### src/rtl/shared_mem_arbiter.sv
// ---------------------------------------------------------------------------
// shared_mem_arbiter
//   Serialises shared-memory requests from Ncores cores onto the single
//   SharedMEM port with round-robin arbitration. A request is shared when its
//   address bit [Lmem] is set; private requests are ignored here.
//   One access takes two cycles (ACCESS strobe, RESP ack), and back-to-back
//   grants keep the memory port busy every other cycle.
//
// Ports
//   clk         rising-edge clock
//   rst         asynchronous active-low reset
//   coreADDR    per-core address, core i at [i*TAM +: TAM]
//   coreDataIN  per-core write data, same packing
//   coreLoad    per-core load request (level, held until ack)
//   coreWrite   per-core write request (level, held until ack; wins over load)
//   coreStall   core must hold its request and freeze
//   coreAck     one-cycle completion pulse
//   coreRdata   shared read data, valid with coreAck
//   memADDR     shared-memory index (granted address bits [Lmem-1:0])
//   memDataIN   shared-memory write data
//   memLoad     shared read strobe
//   memWrite    shared write strobe
//   memDataOUT  shared-memory read data (valid the cycle after the strobe)
//
// Optional feature macro: SHARED_ARB_STATS_EN
//   Adds statConflict (cycles with >=2 pending shared requests) and statGrants
//   (per-core 16-bit grant counters), all saturating and cleared by reset.
// ---------------------------------------------------------------------------
module shared_mem_arbiter #(
  parameter int Ncores = 2,
  parameter int Lmem   = 8,
  parameter int TAM    = 16
) (
  input  logic                  clk,
  input  logic                  rst,
  input  logic [Ncores*TAM-1:0] coreADDR,
  input  logic [Ncores*TAM-1:0] coreDataIN,
  input  logic [Ncores-1:0]     coreLoad,
  input  logic [Ncores-1:0]     coreWrite,
  output logic [Ncores-1:0]     coreStall,
  output logic [Ncores-1:0]     coreAck,
  output logic [TAM-1:0]        coreRdata,
  output logic [Lmem-1:0]       memADDR,
  output logic [TAM-1:0]        memDataIN,
  output logic                  memLoad,
  output logic                  memWrite,
  input  logic [TAM-1:0]        memDataOUT
`ifdef SHARED_ARB_STATS_EN
  ,
  output logic [15:0]           statConflict,
  output logic [Ncores*16-1:0]  statGrants
`endif
);

  localparam int PW = (Ncores > 1) ? $clog2(Ncores) : 1;

  typedef enum logic [1:0] {IDLE, ACCESS, RESP} state_t;

  state_t          state_q, state_d;
  logic [PW-1:0]   ptr_q, ptr_d;
  logic [PW-1:0]   g_q, g_d;

  logic [TAM-1:0]  addr_a [Ncores];
  logic [TAM-1:0]  data_a [Ncores];
  logic [Ncores-1:0] pend;

  for (genvar i = 0; i < Ncores; i++) begin : g_unpack
    assign addr_a[i] = coreADDR[i*TAM +: TAM];
    assign data_a[i] = coreDataIN[i*TAM +: TAM];
    assign pend[i]   = (coreLoad[i] | coreWrite[i]) & addr_a[i][Lmem];
  end

  function automatic logic [PW-1:0] wrap_inc(input logic [PW-1:0] v);
    if (v == PW'(Ncores - 1)) return '0;
    return v + 1'b1;
  endfunction

  // State register
  always_ff @(posedge clk or negedge rst) begin
    if (!rst) begin
      state_q <= IDLE;
      ptr_q   <= '0;
      g_q     <= '0;
    end else begin
      state_q <= state_d;
      ptr_q   <= ptr_d;
      g_q     <= g_d;
    end
  end

  // Next-state: round-robin search from ptr; in RESP the current grantee is
  // masked so a core cannot win twice in a row while others wait.
  logic [Ncores-1:0] req;
  logic [PW-1:0]     idx;
  logic [PW-1:0]     win;
  logic              found;

  always_comb begin
    state_d = state_q;
    ptr_d   = ptr_q;
    g_d     = g_q;
    req     = pend;
    if (state_q == RESP) req[g_q] = 1'b0;
    idx   = ptr_q;
    win   = '0;
    found = 1'b0;
    for (int k = 0; k < Ncores; k++) begin
      if (!found && req[idx]) begin
        found = 1'b1;
        win   = idx;
      end
      idx = wrap_inc(idx);
    end
    case (state_q)
      IDLE, RESP: begin
        if (found) begin
          state_d = ACCESS;
          g_d     = win;
          ptr_d   = wrap_inc(win);
        end else begin
          state_d = IDLE;
        end
      end
      ACCESS:  state_d = RESP;
      default: state_d = IDLE;
    endcase
  end

  // Outputs: strobes follow the granted core's live inputs during ACCESS.
  always_comb begin
    coreAck   = '0;
    coreRdata = '0;
    memADDR   = '0;
    memDataIN = '0;
    memLoad   = 1'b0;
    memWrite  = 1'b0;
    case (state_q)
      ACCESS: begin
        memADDR   = addr_a[g_q][Lmem-1:0];
        memDataIN = data_a[g_q];
        memWrite  = coreWrite[g_q];
        memLoad   = coreLoad[g_q] & ~coreWrite[g_q];
      end
      RESP: begin
        coreAck[g_q] = 1'b1;
        coreRdata    = memDataOUT;
      end
      default: ;
    endcase
    coreStall = pend & ~coreAck;
  end

`ifdef SHARED_ARB_STATS_EN
  logic [15:0] conflict_q, conflict_d;
  logic [15:0] grants_q [Ncores];
  logic [15:0] grants_d [Ncores];
  logic [3:0]  pend_cnt;

  always_comb begin
    pend_cnt = '0;
    for (int i = 0; i < Ncores; i++) pend_cnt = pend_cnt + {3'b000, pend[i]};
    conflict_d = conflict_q;
    if (pend_cnt >= 4'd2 && conflict_q != 16'hFFFF) conflict_d = conflict_q + 16'd1;
    for (int i = 0; i < Ncores; i++) begin
      grants_d[i] = grants_q[i];
      if (state_q != ACCESS && state_d == ACCESS && g_d == PW'(i) &&
          grants_q[i] != 16'hFFFF)
        grants_d[i] = grants_q[i] + 16'd1;
    end
  end

  always_ff @(posedge clk or negedge rst) begin
    if (!rst) begin
      conflict_q <= '0;
      for (int i = 0; i < Ncores; i++) grants_q[i] <= '0;
    end else begin
      conflict_q <= conflict_d;
      for (int i = 0; i < Ncores; i++) grants_q[i] <= grants_d[i];
    end
  end

  assign statConflict = conflict_q;
  for (genvar i = 0; i < Ncores; i++) begin : g_stat
    assign statGrants[i*16 +: 16] = grants_q[i];
  end
`endif

endmodule

### config.mk
export PLATFORM = sky130hd
export DESIGN_NAME = shared_mem_arbiter
export DESIGN_NICKNAME = d
export VERILOG_FILES = /design/src/rtl/shared_mem_arbiter.sv
export SDC_FILE = /design/constraint.sdc
export NUM_CORES = 1
export LEC_CHECK = 0
export CORE_MARGIN = 2
export CORE_UTILIZATION = 22
export CTS_CLUSTER_SIZE = 40
export DETAILED_ROUTE_END_ITERATION = 16
export PLACE_DENSITY = 0.8
export SLEW_MARGIN = 20
export SYNTH_ARGS = -nofsm -noshare
export SYNTH_HDL_FRONTEND = slang
export SYNTH_SLANG_ARGS = --single-unit
### constraint.sdc
create_clock -name clk -period 1.6 [get_ports clk]
set_input_delay 0.4 -clock clk [delete_from_list [all_inputs] [get_ports clk]]
set_output_delay 0.4 -clock clk [all_outputs]
set_load 0.05 [all_outputs]
# Word-level counts from Yosys, hierarchy flattened
# Cells that the tools add are included.
[word_totals]
regBits = 4
out_inout_bits = 46
wordCells = 66
[classes]
n_bitwise = 11
addsub = 2
n_reduce_logical = 6
order_cmp = 5
muxes = 37
eq_ne = 2
[op_table]
columns = ["op", "n"]
rows = [
  ["$mux 16", 5],
  ["$mux 8", 4],
  ["$mux 1", 24],
  ["$lt 1x2->1 const B", 3],
  ["$and 2x2->2", 2],
  ["$mux 2", 2],
  ["$not 2->2", 2],
  ["$pmux 2 s2", 1],
  ["$and 1x1->1", 3],
  ["$add 1x1->1 const B", 2],
  ["$eq 2x1->1 const B", 1],
  ["$eq 2x2->1 const B", 1],
  ["$ge 2x2->1 const B", 1],
  ["$logic_and 1x1->1", 2],
  ["$logic_not 2->1", 1],
  ["$not 1->2", 1],
  ["$or 1x1->1", 2],
  ["$reduce_and 2->1", 1],
  ["$reduce_or 2->1", 1],
  ["$demux 1 s1", 1],
  ["$ge 1x1->1 const B", 1],
  ["$logic_not 1->1", 1],
  ["$not 1->1", 1],
]

# Logic depth before layout (Yosys ltp)
[depth]
word_depth = 17
mapped_depth = 4
depth_no_buf = 4

# Worst setup path before layout
# No wires, ideal clock.
[synth_path]
path_type = "reg2out"
startpoint = "reg state_q[0]"
endpoint = "out coreStall[0]"
arrival_ns = 1.858
path_buffers = 0
stages_incl_launch_ff = 4
path_slack_ns = -0.658
path_cell_list = "dfrtp_1 -> nor2b_4 -> nor2b_1 -> nor2_1"
[synth_via]
elab_chain_len = 4
[synth_lines]
columns = ["item", "line", "text"]
rows = [
  ["from (decl)", "59", "state_t state_q, state_d;"],
  ["from (signal assigned)", "85", "state_q <= state_d;"],
  ["$eq 2x2->1", "137", "case (state_q)"],
  ["$mux 2", "137", ""],
  ["net coreAck[0]", "41", "output logic [Ncores-1:0] coreAck,"],
  ["$not 2->2", "150", "coreStall = pend & ~coreAck;"],
  ["$and 2x2->2", "150", ""],
  ["to (decl)", "40", "output logic [Ncores-1:0] coreStall,"],
]
# The timed path passes the listed nets, and every way through them passes these cells.

# Worst setup path after layout
[layout_path]
startpoint = "reg g_q"
endpoint = "out memLoad"
[layout_via]
elab_chain_len = 5
word_cells_on_any_way = 7
[layout_lines]
columns = ["item", "line", "text"]
rows = [
  ["from (decl)", "61", "logic [PW-1:0] g_q, g_d;"],
  ["from (signal assigned)", "87", "g_q <= g_d;"],
  ["$mux 1 (implied by the code) (2 in series)", "142", "memLoad = coreLoad[g_q] & ~coreWrite[g_q];"],
  ["$not 1->1", "142", ""],
  ["$and 1x1->1 (*)", "142", ""],
  ["$mux 1 (*)", "137", ""],
  ["to (decl)", "45", "output logic memLoad,"],
]
# Mark *: on every way between the ends. The rest lies on a longest branch, timed or not. The select of a mux whose other input is x is not followed.

==> summary.txt <==
Outcome
  • Status: complete, but fails checks
  • Violated checks: setup timing

Critical path
  • CP Max Fanout: 4
  • Worst Setup End Kind: primary output
  • Req. time, crit path: 1.20 ns
  • Worst Reg-to-Reg Cells: 3
  • Startpoint Class: register
  • CP cell instances: or3b_4 -> a21oi_4 -> buf_12
  • Slowest CP cell: dfrtp_2
  • Buf/Inv on CP: 1
  • CP Class: reg -> out
  • Largest delay share family, worst path: flip-flops
  • Critical path's largest stage delay: 0.44 ns
  • CP Depth: 3
  • Critical path arrival: 1.35 ns

Power
  • Combinational fraction of design power: 89.7%
  • Worst vdd ir: 1030 uV
  • Flop pwr share: 5.2%
  • Clock Power Share: 5.1%
  • Sw Ratio: 48.1%
  • NetSw: 2120 uW
  • Power Density: 1600 nW/um2
  • Leakage: 0.00113 uW
  • Cell-internal power: 2280 uW

Floorplanning
  • Die area: 4290 um2
  • Die W: 65.5 um
  • FP Rows: 22
  • Core area: 3660 um2
  • Initial core utilization: 22.7%
  • Num ports: 132
  • Die H: 65.5 um

Clocking
  • Clock transition at path regs: 0.04 ns
  • CTS tree: built
  • Sink Count: 4
  • Cts bufs inserted: 3
  • H-tree levels: 1
  • Clock Latency Late Sink: 0.22 ns
  • CTS Hold Buffers Added: 0
  • Longest Clk Path Bufs: 2
  • Root Buffer: clkbuf_8

STA
  • Max_slew headroom: 82.1%
  • Max frequency: 571 MHz
  • Final Max Tran Viols: 0
  • Worst Tran Pin Value: 0.269 ns
  • Fin crit period: 1.75 ns
  • Post-route setup slack: -0.150 ns
  • Final setup vio count: 45
  • Final-report hold violation count: 0
  • Setup TNS: -3.83 ns
  • Setup Skew: 0.00863 ns
  • Final worst-path cycle share: 109%
  • Hold_ws: 0.380 ns
  • Unrepaired setup endpoints after global routing: true

Synth
  • Seq cells post-synth: 4
  • Ys Warns: 0
  • Mapped Cells: 102
  • Post-synth top area share: 30.1%
  • Synth top area cells: mux2i_1 30%, nor2_2 14%, and2_1 13%
  • Seq/Total Area, Yosys: 12.0%
  • Count of unique library cells instantiated by Yosys: 26
  • Yosys top cell by area: mux2i_1
  • Syn Nets: 188
  • Mean post-synth cell area: 8.16 um2
  • Mapped cell area: 832 um2

Hold path
  • HP Class: in -> async

Global route
  • Global-route wire length before repair: 5.68 mm
  • Vias in the first global route: 1219
  • Largest net degree at the start of global routing: 17
  • Overall Global Routing Usage: 17.0%
  • Congestion Overflow GR: 0
  • Initial antenna violation count: 0

Layout
  • Sequential Area: 104 um2
  • Final #Nets: 313
  • Antenna diodes: 0
  • Design area: 2750 um2
  • Commonest non-fill, non-tap cell in the layout: clkdlybuf4s50_1
  • Multi-input gate area: 783 um2
  • Commonest non-fill, non-tap cells in the layout: 67 x clkdlybuf4s50_1, 49 x buf_12, 23 x nor2_2
  • Share of cells above drive strength 1: 53.5%
  • Layout Utilization: 75.2%
  • Synth-to-Final Area Change: 231%
  • # fillers: 253

Drt
  • Drt pass-1 iters: 4
  • Wirelength per Cell: 14.1 um
  • Remaining antenna violation count: 0
  • DR iter-0 viols: 16
  • Vias per std cell: 4.49
  • Drt drc: 0
  • Vias: 1229
  • Routed WL: 3.87 mm

Placement
  • Input/output buffers: 117
  • GPL Wtd Cong: 0.878
  • Post-place instance area: 2620 um2
  • DP HPWL: 3.29 mm

Run
  • Max-Cap Viols: 0
-- metal layers --
metal,GRT usage (%),share of wire (%),wire (um)
met5,0,0,0
met4,5.73,0.98,38
met3,5.48,12,455
met2,33.0,54,2110
met1,16.6,33,1270
-- final cells by class --
type	count	area share, %
well taps	48	2.18
clock buffers	4	1.64
repair buffers	128	63.8
flip-flops and latches	4	3.77
inverters	1	0.136
multi-input cells	89	28.4
-- synthesized netlist by cell type, drive strengths merged --
| cell type | count |
|---|---|
| mux2i | 25 |
| nor2 | 29 |
| o21a | 1 |
| nor2b | 3 |
| o32a | 1 |
| o32ai | 1 |
| nand2b | 2 |
| a311oi | 1 |
| and2 | 17 |
| a21oi | 3 |
| buf | 7 |
| or3b | 1 |
| nand3b | 1 |
| inv | 1 |
| clkbuf | 1 |
| dfrtp | 4 |
| o22a | 1 |
| o21ai | 3 |
-- worst paths after layout --
path                       startpoint                          to  slack (ns)
hold / removal                    rst  asynchronous set/reset pin        0.38
hold reg to reg            state_q[1]                  state_q[0]        0.58
setup reg to reg                  g_q                         g_q        0.32
min in group clk           state_q[1]                  state_q[0]        0.58
setup / recovery                  g_q                     memLoad       -0.15
max in group asynchronous         rst                  state_q[1]        1.03
-- kinds of logic (layout without fill, tap and decap cells) --
logic type	Yosys count	count (layout)	share of synthesized area [%]
simple gates	53	53	38.5
buf+inv	9	133	9.92
compound gates	11	11	9.47
flops	4	4	12.0
mux	25	25	30.1
-- timing repair --
item / CTS / global route
gates resized for setup: 24 / 14
setup endpoints to repair: 46 / 47
buffers inserted: 0 / 1
pin swaps: 3 / 6
endpoints found under the hold margin: 0 / 0
-- power groups by stage --
stage	clock network [uW]	logic (uW)	registers, uW
finish	223	3950	229
global route	237	4110	234
CTS	229	3870	213
detailed placement	0	3780	210
global placement	0	3740	205
floorplan	0	2110	192
-- worst register-to-register path, cell delays in order (launching register included) --
cell and delay, ns:
dfrtp_2 0.44, buf_6 0.16, o32a_2 0.38, o22a_1 0.19
-- through the flow --
stage	total power [uW]	instances	setup slack [ns]
2_1_floorplan	2310	102	-0.102
3_3_place_gp	3950	269	-0.387
3_5_place_dp	3990	269	-0.399
4_1_cts	4310	273	-0.185
5_1_grt	4580	274	-0.182
6_report	4400	274	-0.150
(Power assumes the default switching activity.)
